===== config.mk =====
export PLATFORM = sky130hd
export DESIGN_NAME = delete0
export DESIGN_NICKNAME = d
export VERILOG_FILES = /design/src/rtl/delete0_pkg.sv /design/src/rtl/delete0_destuff_core.sv /design/src/rtl/delete0.sv
export SDC_FILE = /design/constraint.sdc
export NUM_CORES = 1
export LEC_CHECK = 0
export ABC_CLOCK_PERIOD_IN_PS = 4500
export CAP_MARGIN = 0
export CORE_MARGIN = 10
export CORE_UTILIZATION = 57
export CTS_CLUSTER_SIZE = 16
export DETAILED_ROUTE_END_ITERATION = 6
export PLACE_DENSITY_LB_ADDON = 0.25
export SKIP_CTS_REPAIR_TIMING = 1
export SYNTH_ARGS = -nofsm -noshare
export SYNTH_HDL_FRONTEND = slang
export SYNTH_SLANG_ARGS = --single-unit

===== constraint.sdc =====
create_clock -name clk -period 4.5 [get_ports clk]
set_clock_uncertainty 0.2 [all_clocks]
set_input_delay 0.45 -clock clk [delete_from_list [all_inputs] [get_ports clk]]
set_output_delay 0.45 -clock clk [all_outputs]
set_load 0.02 [all_outputs]

===== src/rtl/delete0_pkg.sv =====
// Shared definitions for the zero-deletion receiver: widths, FSM encoding and the
// start edge-detect rule used by both ends of the stuffing link.
package delete0_pkg;

    localparam int unsigned DB_W     = 10;
    localparam int unsigned ONES_MAX = 5;

    localparam logic [1:0] StIdle = 2'd0;
    localparam logic [1:0] StRecv = 2'd1;
    localparam logic [1:0] StDone = 2'd2;

    // Frame start is the rising edge of the level flag against its registered copy.
    function automatic logic start_edge(input logic flag, input logic flag_d1);
        return flag & ~flag_d1;
    endfunction

endpackage


===== src/rtl/delete0_destuff_core.sv =====
// Consecutive-ones tracker: decides whether each valid bit is data, a stuffed zero,
// or a stuffing violation.
module delete0_destuff_core #(
    parameter int unsigned ONES_MAX = 5
) (
    input  logic clk,
    input  logic rst_n,
    input  logic inr,
    input  logic en,
    input  logic bit_valid,
    input  logic bit_in,
    output logic keep_bit,
    output logic drop_bit,
    output logic err
);

    logic [2:0] ones_q, ones_d;
    logic       at_max;

    always_comb begin
        at_max   = (ones_q == 3'(ONES_MAX));
        keep_bit = en & bit_valid & ~at_max;
        drop_bit = en & bit_valid & at_max & ~bit_in;
        err      = en & bit_valid & at_max & bit_in;
        ones_d   = ones_q;
        if (!en || drop_bit || err) begin
            ones_d = '0;
        end else if (keep_bit) begin
            ones_d = bit_in ? ones_q + 3'd1 : 3'd0;
        end
    end

    always_ff @(posedge clk or negedge rst_n) begin
        if (!rst_n) begin
            ones_q <= '0;
        end else if (inr) begin
            ones_q <= '0;
        end else begin
            ones_q <= ones_d;
        end
    end

endmodule


===== src/rtl/delete0.sv =====
// Zero-deletion receiver: strips stuffed zeros, reassembles LSB-first bytes and
// frames them against a byte count latched at start.
module delete0 #(
    parameter int unsigned DB_W     = delete0_pkg::DB_W,
    parameter int unsigned ONES_MAX = delete0_pkg::ONES_MAX
) (
    input  logic            clk,
    input  logic            rst_n,
    input  logic            inr,
    input  logic            trastart_flag,
    input  logic [DB_W-1:0] db,
    input  logic            bit_valid,
    input  logic            bit_in,
    output logic [7:0]      byte_out,
    output logic            byte_valid,
    output logic [DB_W-1:0] byte_cnt,
    output logic            busy,
    output logic            done,
    output logic            stuff_err
);

    import delete0_pkg::*;

    logic [1:0]      state_q, state_d;
    logic            flag_d1_q, start_q, start_d;
    logic [DB_W-1:0] db_r_q, db_r_d;
    logic [DB_W-1:0] byte_cnt_q, byte_cnt_d;
    logic [7:0]      sh_q, sh_d;
    logic [2:0]      bit_cnt_q, bit_cnt_d;
    logic [7:0]      byte_out_q, byte_out_d;
    logic            byte_valid_q, byte_valid_d;
    logic            stuff_err_q, stuff_err_d;
    logic            frame_end, en;
    logic            keep_bit, drop_bit, err;

    // The strobe cycle of the final byte closes the frame; bits there are not taken.
    assign frame_end = byte_valid_q && (byte_cnt_q == db_r_q);
    assign en        = (state_q == StRecv) && !frame_end;

    delete0_destuff_core #(
        .ONES_MAX (ONES_MAX)
    ) u_core (
        .clk       (clk),
        .rst_n     (rst_n),
        .inr       (inr),
        .en        (en),
        .bit_valid (bit_valid),
        .bit_in    (bit_in),
        .keep_bit  (keep_bit),
        .drop_bit  (drop_bit),
        .err       (err)
    );

    always_comb begin
        state_d      = state_q;
        db_r_d       = db_r_q;
        byte_cnt_d   = byte_cnt_q;
        sh_d         = sh_q;
        bit_cnt_d    = bit_cnt_q;
        byte_out_d   = '0;
        byte_valid_d = 1'b0;
        stuff_err_d  = 1'b0;
        start_d      = start_edge(trastart_flag, flag_d1_q);
        unique case (state_q)
            StIdle: begin
                if (start_q) begin
                    db_r_d     = db;
                    byte_cnt_d = '0;
                    sh_d       = '0;
                    bit_cnt_d  = '0;
                    state_d    = (db == '0) ? StDone : StRecv;
                end
            end
            StRecv: begin
                if (err) begin
                    stuff_err_d = 1'b1;
                    sh_d        = '0;
                    bit_cnt_d   = '0;
                    state_d     = StIdle;
                end else if (frame_end) begin
                    state_d = StDone;
                end else if (drop_bit) begin
                    bit_cnt_d = bit_cnt_q;
                end else if (keep_bit) begin
                    sh_d      = {bit_in, sh_q[7:1]};
                    bit_cnt_d = bit_cnt_q + 3'd1;
                    if (bit_cnt_q == 3'd7) begin
                        byte_valid_d = 1'b1;
                        byte_out_d   = sh_d;
                        if (byte_cnt_q < db_r_q) begin
                            byte_cnt_d = byte_cnt_q + DB_W'(1);
                        end
                    end
                end
            end
            StDone:  state_d = StIdle;
            default: state_d = StIdle;
        endcase
    end

    always_ff @(posedge clk or negedge rst_n) begin
        if (!rst_n) begin
            state_q      <= StIdle;
            flag_d1_q    <= 1'b0;
            start_q      <= 1'b0;
            db_r_q       <= '0;
            byte_cnt_q   <= '0;
            sh_q         <= '0;
            bit_cnt_q    <= '0;
            byte_out_q   <= '0;
            byte_valid_q <= 1'b0;
            stuff_err_q  <= 1'b0;
        end else if (inr) begin
            state_q      <= StIdle;
            flag_d1_q    <= 1'b0;
            start_q      <= 1'b0;
            db_r_q       <= '0;
            byte_cnt_q   <= '0;
            sh_q         <= '0;
            bit_cnt_q    <= '0;
            byte_out_q   <= '0;
            byte_valid_q <= 1'b0;
            stuff_err_q  <= 1'b0;
        end else begin
            state_q      <= state_d;
            flag_d1_q    <= trastart_flag;
            start_q      <= start_d;
            db_r_q       <= db_r_d;
            byte_cnt_q   <= byte_cnt_d;
            sh_q         <= sh_d;
            bit_cnt_q    <= bit_cnt_d;
            byte_out_q   <= byte_out_d;
            byte_valid_q <= byte_valid_d;
            stuff_err_q  <= stuff_err_d;
        end
    end

    assign byte_out   = byte_out_q;
    assign byte_valid = byte_valid_q;
    assign byte_cnt   = byte_cnt_q;
    assign busy       = (state_q == StRecv);
    assign done       = (state_q == StDone);
    assign stuff_err  = stuff_err_q;

endmodule


==> out/qor_table.md, run 1 <==
| Stage | Metric | Reported |
|:---|:---|:---|
| yosys | Share of the yosys chip area belonging to registers | 49.6% |
| yosys | Yosys cell types | 40 |
| timing | Ratio of final minimum period to clock period | 60.1% |
| detailed routing | Final routed wire length divided by cell count | 15.6 um |
| setup path | Startpoint-to-endpoint class of the critical path | in -> reg |
| detailed routing | Vias/cell | 5.82 |
| cells and area | Post-layout util | 72.0% |
| floorplanning | Starting Density | 59.2% |
| detailed routing | Metal3 WL | 356 um |
| setup path | Arrival time at the worst endpoint | 2.75 ns |
| detailed routing | Post-detailed-routing wire length | 4.96 mm |
| clocking | CTS Buffer Depth | 2 |
| yosys | Area share of the largest cell type after synthesis | 49.6% |
| global route | Maximum number of pins on one net before global-route repair | 48 |
| global route | Number of global-route vias before repair | 1744 |
| yosys | Combined area of all synthesized cells | 2370 sq um |
| setup path | R2R Path Start | byte_cnt[4]$_DFFE_PN0P_ |
| setup path | Capturing instance or port of the critical path | bit_cnt_q[0]$_DFFE_PN0P_ |
| cells and area | Footprint of the flip-flops and latches | 1180 sq um |
| timing | Setup repair after global routing missed its margin | false |
| yosys | Synth top area cells | sky130_fd_sc_hd__dfrtp_1 50%, sky130_fd_sc_hd__ha_1 7.9%, sky130_fd_sc_hd__mux2i_1 4.6% |
| floorplanning | Horizontal extent of the die | 84.5 um |
| yosys | Mapped Cells | 229 |
| setup path | Worst-case register-to-register setup slack | 1.89 ns |
| setup path | Crit-path slowest cell | sky130_fd_sc_hd__nor2_1 |
| detailed routing | M1 WL | 2.31 mm |
| yosys | Async S/R FF share, synth | 100% |
| pwr | Power density over the cells | 285 nW/um^2 |
| clocking | Number of buffers created by CTS | 5 |
| clocking | Number of clock sinks seen by CTS | 47 |
| setup path | Register-to-Register Path Depth | 6 |
| floorplanning | Top Ports | 38 |
| detailed routing | Final ANT Viol Nets | 0 |
| floorplanning | Area inside the core boundary | 4000 sq um |
| global route | Total congestion overflow | 0 |
| clocking | Clock slew seen by the registers of the worst setup and hold paths | 0.09 ns |
| cells and area | Final non-filler cell area | 2880 sq um |
| cells and area | Final cell count without fillers | 318 |
| yosys | Library cell occupying the most area in the post-synthesis netlist | sky130_fd_sc_hd__dfrtp_1 |
| clocking | Root cell of the clock tree | sky130_fd_sc_hd__clkbuf_8 |
| global route | Antenna violations before repair | 0 |
| timing | Max-slew violation count | 0 |
| setup path | Crit path depth | 5 |
| timing | Fmax | 370 MHz |
| yosys | Syn nets | 260 |
| yosys | Post-Syn Area per Cell | 10.3 sq um |
| yosys | Number of synthesized flops with an enable pin | 0 |
| timing | Hold Slack | 0.107 ns |
| setup path | Worst Setup SP | inr |
| yosys | Most instantiated flip-flop cell in the synthesis netlist | sky130_fd_sc_hd__dfrtp_1 |
| cells and area | Nets | 298 |
| setup path | Startpoint Class | primary input |
| setup path | Crit path max fanout | 18 |
| place | GPL Wtd Cong | 0.887 |
| global route | GRT Total Usage | 13.9% |
| floorplanning | Std-Cell Rows | 23 |
| clocking | Clock tree from TritonCTS | done |
| cells and area | Filler cell count | 284 |
| cells and area | Area added between synthesis and finish | 21.6% |
| floorplanning | Total Die Area | 7140 sq um |
| detailed routing | Number of design rule violations left after detail routing | 0 |
| pwr | Peak supply drop | 0.214 mV |
| job | Number of maximum-capacitance constraint violations | 0 |
| yosys | Synth cell count leaders | 47 x sky130_fd_sc_hd__dfrtp_1, 21 x sky130_fd_sc_hd__nor2_1, 15 x sky130_fd_sc_hd__ha_1, 15 x sky130_fd_sc_hd__inv_1, 14 x sky130_fd_sc_hd__nand2_1 |
| setup path | CP Capture Type | flip-flop |
| yosys | Number of synthesis warnings | 0 |
| setup path | Count of buffering cells on the critical path with inverters included | 1 |
| timing | Final Hold Violating Endpoints | 0 |
| yosys | Total of flip-flops plus latches after synthesis | 47 |
| place | Area after detailed placement | 2770 sq um |
| cells and area | # diodes | 0 |
| global route | Global-route wire length before repair | 8.34 mm |
| timing | Shortest clock period the worst path allows after layout | 2.71 ns |
| timing | Sum Neg Setup Slack | 0 ns |
| timing | Slew at the pin closest to its max-slew limit | 1.02 ns |
| place | Post-detailed-placement half-perimeter wirelength | 3.65 mm |
| clocking | H-tree depth reported by CTS | 2 |
| min path | Path type of the worst min-delay path | in -> async |
| timing | Setup Viol. Count Final | 0 |
| detailed routing | Vias | 1852 |
| detailed routing | Iter 0 DRT Violations | 116 |
| setup path | Worst path cell trace | clkdlybuf4s50_1, nor3_1, nand2b_1, nor2_1, mux2_2 |
| setup path | Capture point of the worst reg-to-reg path | byte_cnt[1]$_DFFE_PN0P_ |
| status | Result of the run | finished clean |
| clocking | Clk Latency, worst-skew pair | 0.31 ns |
| floorplanning | Overall die height | 84.5 um |
| timing | Worst-case headroom to the max-slew limit | 31.8% |
| yosys | Most numerous cell in the Yosys netlist | sky130_fd_sc_hd__dfrtp_1 |
| cells and area | Multi-input logic area | 1110 sq um |
| setup path | Largest stage delay, worst path | 0.74 ns |
| detailed routing | Top layer in use | met4 |
| pwr | Standby leakage power | 1.33 nW |
| setup path | Cell family with the largest share of critical-path delay | simple AND/OR/NAND/NOR gates |
| place | Number of buffers inserted by port buffering | 37 |
| detailed routing | WL met2 | 2.22 mm |
| setup path | Required time at the worst-slack endpoint | 4.55 ns |
| cells and area | Proportion of layout cells with a drive suffix above 1 | 5.60% |
| place | Placed instance count | 310 |
| detailed routing | Pre-Repair DR Iteration Count | 4 |
state kept, by name, summed over array words and instances, names as in the netlist:
signal and cells:
byte_cnt 10, db_r_q 10, byte_out 8, sh_q 7, bit_cnt_q 3, u_core.ones_q 3
state_q 2, byte_valid 1, flag_d1_q 1, start_q 1, stuff_err 1
power breakdown:
part	total (W)	switching (W)	internal (W)
clock network	0.000319	0.000151	0.000167
logic	0.0000705	0.0000419	0.0000286
registers	0.000432	0.00000415	0.000428
cell type report:
class,instances,share of cell area [%]
Clock inverter,3,1.61
Inverter,15,1.95
Clock buffer,5,2.39
Timing Repair Buffer,37,12.7
Tap cell,50,2.17
Multi-Input combinational cell,161,38.4
Sequential cell,47,40.8
per-layer routing:
metal,track usage [%],vias up
met4,4.94,0
li1,-,914
met1,17.8,876
met3,4.73,9
met2,21.2,53
met5,0,-
through the flow:
step | worst slack (ns) | power, W
after floorplan | 2.05 | 0.000477
after global placement | 1.56 | 0.000510
after detailed placement | 1.52 | 0.000511
after CTS | 1.84 | 0.000827
after global routing | 1.60 | 0.000849
final | 1.79 | 0.000821
layout by cell type (no fill, tap or decap), types with 8 or more instances in the layout:
| cell type | netlist | routed |
|---|---|---|
| sky130_fd_sc_hd__dfrtp_1 | 47 | 47 |
| sky130_fd_sc_hd__clkdlybuf4s50_1 | 0 | 36 |
| sky130_fd_sc_hd__nor2_1 | 21 | 21 |
| sky130_fd_sc_hd__inv_1 | 15 | 15 |
| sky130_fd_sc_hd__ha_1 | 15 | 15 |
| sky130_fd_sc_hd__nand2_1 | 14 | 14 |
| sky130_fd_sc_hd__and3_1 | 11 | 11 |
| sky130_fd_sc_hd__mux2i_1 | 11 | 11 |
| sky130_fd_sc_hd__a21oi_1 | 8 | 8 |
| sky130_fd_sc_hd__o21ai_0 | 8 | 8 |
| sky130_fd_sc_hd__a22o_1 | 8 | 8 |
worst min path at each step:
stage | cells after the start | endpoint | slack, ns | start
finish | 1 | byte_out[0]$_DFF_PN0_ | 0.11 | rst_n
global route | 1 | byte_out[0]$_DFF_PN0_ | 0.19 | rst_n
CTS | 1 | byte_out[6]$_DFF_PN0_ | 0.15 | rst_n
detailed placement | 1 | start_q$_DFF_PN0_ | 0.20 | flag_d1_q$_DFF_PN0_
global placement | 1 | start_q$_DFF_PN0_ | 0.19 | flag_d1_q$_DFF_PN0_
floorplan | 0 | bit_cnt_q[0]$_DFFE_PN0P_ | -0.05 | rst_n
cells by family (layout without fill, tap and decap cells):
family                     Yosys count  in the layout  synth area share, %
AOI/OAI and AO/OA                   44             44                 13.0
adders and majority gates           15             15                 7.92
buffers and inverters               21             60                 3.70
DFF                                 47             47                 49.6
muxes                               12             12                 5.12
and+or+nand+nor                     90             90                 20.6
(Power assumes the default switching activity.)
==> run 2: changes to the inputs <==
ABC_CLOCK_PERIOD_IN_PS = 2500   (was 4500)
CORE_UTILIZATION = 53   (was 57)
clock period = 2.5 ns   (was 4.5 ns; I/O delays follow)
==> out/qor_table.md, run 2 (synthesis gave the netlist of run 1 again) <==
| Stage | Metric | Reported |
|:---|:---|:---|
| status | Result of the run | finished clean |
| cells and area | Commonest non-fill, non-tap cell in the layout | sky130_fd_sc_hd__dfrtp_1 |
| global route | GRT Total Usage | 15.6% |
| pwr | Standby leakage power | 1.45 nW |
| floorplanning | Top Ports | 38 |
| detailed routing | Number of design rule violations left after detail routing | 0 |
| setup path | Startpoint-to-endpoint class of the critical path | reg -> reg |
| timing | Slew at the pin closest to its max-slew limit | 0.681 ns |
| timing | Sum Neg Setup Slack | 0 ns |
| floorplanning | Starting Density | 54.4% |
| detailed routing | Iter 0 DRT Violations | 135 |
| detailed routing | Final ANT Viol Nets | 0 |
| floorplanning | Horizontal extent of the die | 86.9 um |
| detailed routing | WL met2 | 2.74 mm |
| clocking | Number of buffers created by CTS | 5 |
| detailed routing | Pre-Repair DR Iteration Count | 4 |
| timing | Hold Slack | 0.195 ns |
| pwr | Comb pwr share | 11.5% |
| global route | Antenna violations before repair | 0 |
| cells and area | Proportion of layout cells with a drive suffix above 1 | 14.8% |
| pwr | Relative contribution of sequential cells to total power | 55.6% |
| clocking | CTS Buffer Depth | 2 |
| job | Number of maximum-capacitance constraint violations | 0 |
| global route | Global-route wire length before repair | 9.74 mm |
| setup path | R2R Path Start | byte_cnt[7]$_DFFE_PN0P_ |
| floorplanning | Std-Cell Rows | 24 |
| pwr | Pint | 0.00106 W |
| floorplanning | Overall die height | 86.9 um |
| pwr | Net switching fraction of the power | 24.1% |
| detailed routing | Final routed wire length divided by cell count | 16.2 um |
| global route | Total congestion overflow | 0 |
| detailed routing | Post-detailed-routing wire length | 5.53 mm |
| timing | Shortest clock period the worst path allows after layout | 2.43 ns |
| clocking | Number of clock sinks seen by CTS | 47 |
| timing | Ratio of final minimum period to clock period | 97.0% |
| setup path | Worst Setup SP | byte_cnt[7]$_DFFE_PN0P_ |
| cells and area | Area added between synthesis and finish | 29.1% |
| floorplanning | Area inside the core boundary | 4350 sq um |
| clocking | Root cell of the clock tree | sky130_fd_sc_hd__clkbuf_8 |
| timing | Setup repair after global routing missed its margin | false |
| detailed routing | Vias | 1989 |
| cells and area | Most frequent cells in the layout | 47 x sky130_fd_sc_hd__dfrtp_1, 36 x sky130_fd_sc_hd__clkdlybuf4s50_1, 22 x sky130_fd_sc_hd__buf_4 |
| pwr | Power density over the cells | 457 nW/um^2 |
| min path | Path type of the worst min-delay path | reg -> reg |
| pwr | Peak supply drop | 0.321 mV |
| global route | Maximum number of pins on one net before global-route repair | 21 |
| floorplanning | Total Die Area | 7550 sq um |
| global route | Number of global-route vias before repair | 2057 |
| setup path | Required time at the worst-slack endpoint | 2.53 ns |
| min path | Min-delay src | flag_d1_q$_DFF_PN0_ |
| cells and area | # diodes | 0 |
| detailed routing | M1 WL | 2.41 mm |
| timing | Max-slew violation count | 0 |
| cells and area | Nets | 321 |
| timing | Final Hold Violating Endpoints | 0 |
| clocking | Clk Latency, worst-skew pair | 0.30 ns |
| detailed routing | Top layer in use | met4 |
| timing | Setup Viol. Count Final | 0 |
| place | Number of buffers inserted by port buffering | 37 |
| timing | Worst-case headroom to the max-slew limit | 54.1% |
| pwr | Part of the total power dissipated in the clock network | 32.8% |
| pwr | Power dissipated by switching net loads | 0.000337 W |
| setup path | Crit path max fanout | 3 |
| clocking | H-tree depth reported by CTS | 2 |
| timing | Fmax | 412 MHz |
| setup path | CP Capture Type | flip-flop |
| detailed routing | Metal3 WL | 296 um |
| detailed routing | Vias/cell | 5.82 |
| setup path | Startpoint Class | flip-flop |
| setup path | Arrival time at the worst endpoint | 2.46 ns |
| place | GPL Wtd Cong | 0.874 |
| place | Post-detailed-placement half-perimeter wirelength | 4.24 mm |
| clocking | Clock tree from TritonCTS | done |
| clocking | Clock slew seen by the registers of the worst setup and hold paths | 0.08 ns |
[run 2: power by group through the flow]
stage               clock network, W  registers, W  logic [W]
floorplan                          0      0.000790  0.0000689
global placement                   0      0.000792   0.000136
detailed placement                 0      0.000792   0.000140
CTS                         0.000473      0.000777   0.000141
global route                0.000498      0.000780   0.000179
finish                      0.000459      0.000777   0.000161
[run 2: area by class of cell]
type / instances / area, sq um
inverter: 15 / 56.3
multi-input combinational: 161 / 1130
clock buffer: 6 / 82.6
sequential: 47 / 1180
tap: 52 / 65.1
clock inverter: 1 / 5.00
fill: 332 / 1290
timing repair buffer: 60 / 541
[run 2: final timing paths]
kind / end / slack, ns / cells after the start
min: start_q$_DFF_PN0_ / 0.19 / 1
max: byte_cnt[6]$_DFFE_PN0P_ / 0.07 / 6
max reg2reg: byte_cnt[6]$_DFFE_PN0P_ / 0.07 / 6
max in group asynchronous: bit_cnt_q[1]$_DFFE_PN0P_ / 1.32 / 3
min in group asynchronous: byte_cnt[6]$_DFFE_PN0P_ / 0.22 / 2
min reg2reg: start_q$_DFF_PN0_ / 0.19 / 1
[run 2: critical path: stages (launching register included)]
cell                       delay [ns]
sky130_fd_sc_hd__dfrtp_1         0.39
sky130_fd_sc_hd__ha_1            0.31
sky130_fd_sc_hd__a211oi_1        0.23
sky130_fd_sc_hd__nor2_1          0.11
sky130_fd_sc_hd__or4_4           0.55
sky130_fd_sc_hd__or4_4           0.43
sky130_fd_sc_hd__a21oi_2         0.14
[run 2: through the flow]
stage	cell area [sq um]	std cells	utilization (%)	setup slack [ns]	total power (W)
finish	3060	342	70.3	0.0739	0.00140
global route	3060	342	70.3	0.00850	0.00146
CTS	2990	337	68.7	-0.118	0.00139
detailed placement	2900	330	66.7	-0.0666	0.000932
global placement	2900	330	66.7	-0.00527	0.000929
floorplan	2370	229	-	0.0484	0.000859
[run 2: layer usage]
layer,vias to the layer above,GRT usage (%)
met3,9,4.21
met1,960,20.0
li1,960,-
met2,60,24.7
met5,-,0
met4,0,5.60
==> run 3: changes to the inputs <==
CORE_UTILIZATION = 50   (was 53)
==> out/qor_table.md, run 3 (synthesis gave the netlist of run 1 again) <==
| Stage | Metric | Reported |
|:---|:---|:---|
| floorplanning | Horizontal extent of the die | 88.8 um |
| clocking | Clock tree from TritonCTS | done |
| detailed routing | Vias/cell | 5.85 |
| cells and area | Area added between synthesis and finish | 30.8% |
| timing | Final Hold Violating Endpoints | 0 |
| floorplanning | Starting Density | 53.0% |
| floorplanning | Overall die height | 88.8 um |
| cells and area | Proportion of layout cells with a drive suffix above 1 | 13.5% |
| pwr | Relative contribution of sequential cells to total power | 48.2% |
| timing | Ratio of final minimum period to clock period | 98.4% |
| clocking | Number of buffers created by CTS | 5 |
| place | GPL Wtd Cong | 0.783 |
| clocking | H-tree depth reported by CTS | 2 |
| pwr | Power dissipated by switching net loads | 0.000370 W |
| setup path | Crit path max fanout | 3 |
| detailed routing | M1 WL | 2.71 mm |
| global route | Global-route wire length before repair | 8.96 mm |
| cells and area | Commonest non-fill, non-tap cell in the layout | sky130_fd_sc_hd__dfrtp_1 |
| min path | Min-delay src | flag_d1_q$_DFF_PN0_ |
| timing | Max-slew violation count | 0 |
| pwr | Part of the total power dissipated in the clock network | 42.4% |
| timing | Fmax | 407 MHz |
| clocking | Number of clock sinks seen by CTS | 47 |
| floorplanning | Total Die Area | 7890 sq um |
| floorplanning | Top Ports | 38 |
| pwr | Power density over the cells | 521 nW/um^2 |
| cells and area | Most frequent cells in the layout | 47 x sky130_fd_sc_hd__dfrtp_1, 36 x sky130_fd_sc_hd__clkdlybuf4s50_1, 20 x sky130_fd_sc_hd__nor2_1 |
| setup path | CP Capture Type | flip-flop |
| global route | GRT Total Usage | 14.3% |
| detailed routing | Post-detailed-routing wire length | 5.55 mm |
| detailed routing | Final ANT Viol Nets | 0 |
| setup path | Capture point of the worst reg-to-reg path | byte_cnt[6]$_DFFE_PN0P_ |
| detailed routing | Final routed wire length divided by cell count | 16.3 um |
| timing | Slew at the pin closest to its max-slew limit | 0.714 ns |
| floorplanning | Area inside the core boundary | 4470 sq um |
| detailed routing | WL met2 | 2.47 mm |
| clocking | Clock slew seen by the registers of the worst setup and hold paths | 0.09 ns |
| global route | Antenna violations before repair | 0 |
| setup path | Required time at the worst-slack endpoint | 2.54 ns |
| clocking | CTS Buffer Depth | 2 |
| setup path | Startpoint-to-endpoint class of the critical path | reg -> reg |
| setup path | Startpoint Class | flip-flop |
| setup path | Worst-case register-to-register setup slack | 0.04 ns |
| setup path | Arrival time at the worst endpoint | 2.50 ns |
| place | Number of buffers inserted by port buffering | 37 |
| place | Area after detailed placement | 2930 sq um |
| job | Number of maximum-capacitance constraint violations | 0 |
| setup path | Register-to-Register Path Depth | 6 |
| timing | Shortest clock period the worst path allows after layout | 2.46 ns |
| place | Post-detailed-placement half-perimeter wirelength | 4.04 mm |
| pwr | Peak supply drop | 0.369 mV |
| detailed routing | Metal3 WL | 297 um |
| pwr | Total power draw | 0.00161 W |
| min path | Capture endpoint of the worst hold path | start_q$_DFF_PN0_ |
| setup path | R2R Path Start | byte_cnt[7]$_DFFE_PN0P_ |
| status | Result of the run | finished clean |
| global route | Number of global-route vias before repair | 1865 |
| detailed routing | Top layer in use | met4 |
| global route | Total congestion overflow | 0 |
| timing | Worst-case headroom to the max-slew limit | 51.9% |
| clocking | Clk Latency, worst-skew pair | 0.31 ns |
| timing | Setup repair after global routing missed its margin | true |
| detailed routing | Vias | 1994 |
| detailed routing | Iter 0 DRT Violations | 160 |
| detailed routing | Number of design rule violations left after detail routing | 0 |
| pwr | Standby leakage power | 1.46 nW |
| pwr | Net switching fraction of the power | 22.9% |
| min path | Path type of the worst min-delay path | reg -> reg |
| global route | Maximum number of pins on one net before global-route repair | 48 |
| detailed routing | Pre-Repair DR Iteration Count | 4 |
| cells and area | # diodes | 0 |
| clocking | Root cell of the clock tree | sky130_fd_sc_hd__clkbuf_8 |
| pwr | Comb pwr share | 9.4% |
| min path | Number of instances on the worst hold path | 1 |
| pwr | Pint | 0.00124 W |
| floorplanning | Std-Cell Rows | 24 |
| cells and area | Final non-filler cell area | 3100 sq um |
| cells and area | Nets | 319 |
| timing | Setup Viol. Count Final | 0 |
==> run 3: cell count changes in the layout (fill, tap and decap cells not counted), sizes merged <==
| cell | previous run | this run |
|---|---|---|
| bufinv | 0 | 2 |
| clkbuf | 6 | 5 |
| buf | 23 | 21 |
| clkinv | 1 | 0 |
| inv | 15 | 16 |
==> run 3: critical path, cell delays in order, from the launching register on <==
cell and delay [ns]:
sky130_fd_sc_hd__dfrtp_1 0.41, sky130_fd_sc_hd__ha_1 0.32, sky130_fd_sc_hd__a211oi_1 0.21, sky130_fd_sc_hd__nor2_1 0.11, sky130_fd_sc_hd__or4_1 0.55, sky130_fd_sc_hd__or4_1 0.44, sky130_fd_sc_hd__a21oi_2 0.14
==> run 3: layer usage <==
metal / up-vias / GRT usage (%)
met5: - / 0
met4: 0 / 4.11
met3: 7 / 3.68
met2: 53 / 21.8
met1: 974 / 19.6
li1: 960 / -
==> run 3: cell type report <==
cell class              instances  area (sq um)
well taps                      52          65.1
clock inverters                 3          71.3
multi-input cells             161          1120
flip-flops and latches         47          1180
fillers                       344          1380
clock buffers                   5          68.8
repair buffers                 58           538
inverters                      15          56.3
==> run 3: through the flow <==
stage | std cells | setup TNS (ns) | util (%) | setup slack [ns] | hold slack, ns
3_3_place_gp | 332 | 0 | 65.5 | 0.0168 | 0.0498
3_5_place_dp | 332 | -0.0305 | 65.5 | -0.0290 | 0.0537
6_report | 341 | 0 | 69.3 | 0.0404 | 0.208
2_1_floorplan | 229 | 0 | - | 0.0484 | -0.246
4_1_cts | 340 | -0.0897 | 68.7 | -0.0583 | -0.277
5_1_grt | 341 | -0.0276 | 69.3 | -0.0175 | 0.235
==> run 3: worst max path at each step <==
| stage | start | to | slack [ns] |
|---|---|---|---|
| after floorplan | byte_cnt[7]$_DFFE_PN0P_ | byte_cnt[5]$_DFFE_PN0P_ | 0.05 |
| after global placement | byte_cnt[9]$_DFFE_PN0P_ | byte_cnt[1]$_DFFE_PN0P_ | 0.02 |
| after detailed placement | byte_cnt[9]$_DFFE_PN0P_ | byte_cnt[1]$_DFFE_PN0P_ | -0.03 |
| after CTS | byte_cnt[9]$_DFFE_PN0P_ | byte_cnt[1]$_DFFE_PN0P_ | -0.06 |
| after global routing | byte_cnt[9]$_DFFE_PN0P_ | byte_cnt[6]$_DFFE_PN0P_ | -0.02 |
| final | byte_cnt[7]$_DFFE_PN0P_ | byte_cnt[6]$_DFFE_PN0P_ | 0.04 |
==> run 3: power by group through the flow <==
stage,Clock [W],Combinational (W),Sequential (W)
after floorplan,0,0.0000689,0.000790
after global placement,0,0.000142,0.000792
after detailed placement,0,0.000145,0.000792
after CTS,0.000690,0.000147,0.000778
after global routing,0.000716,0.000169,0.000780
final,0.000684,0.000152,0.000778
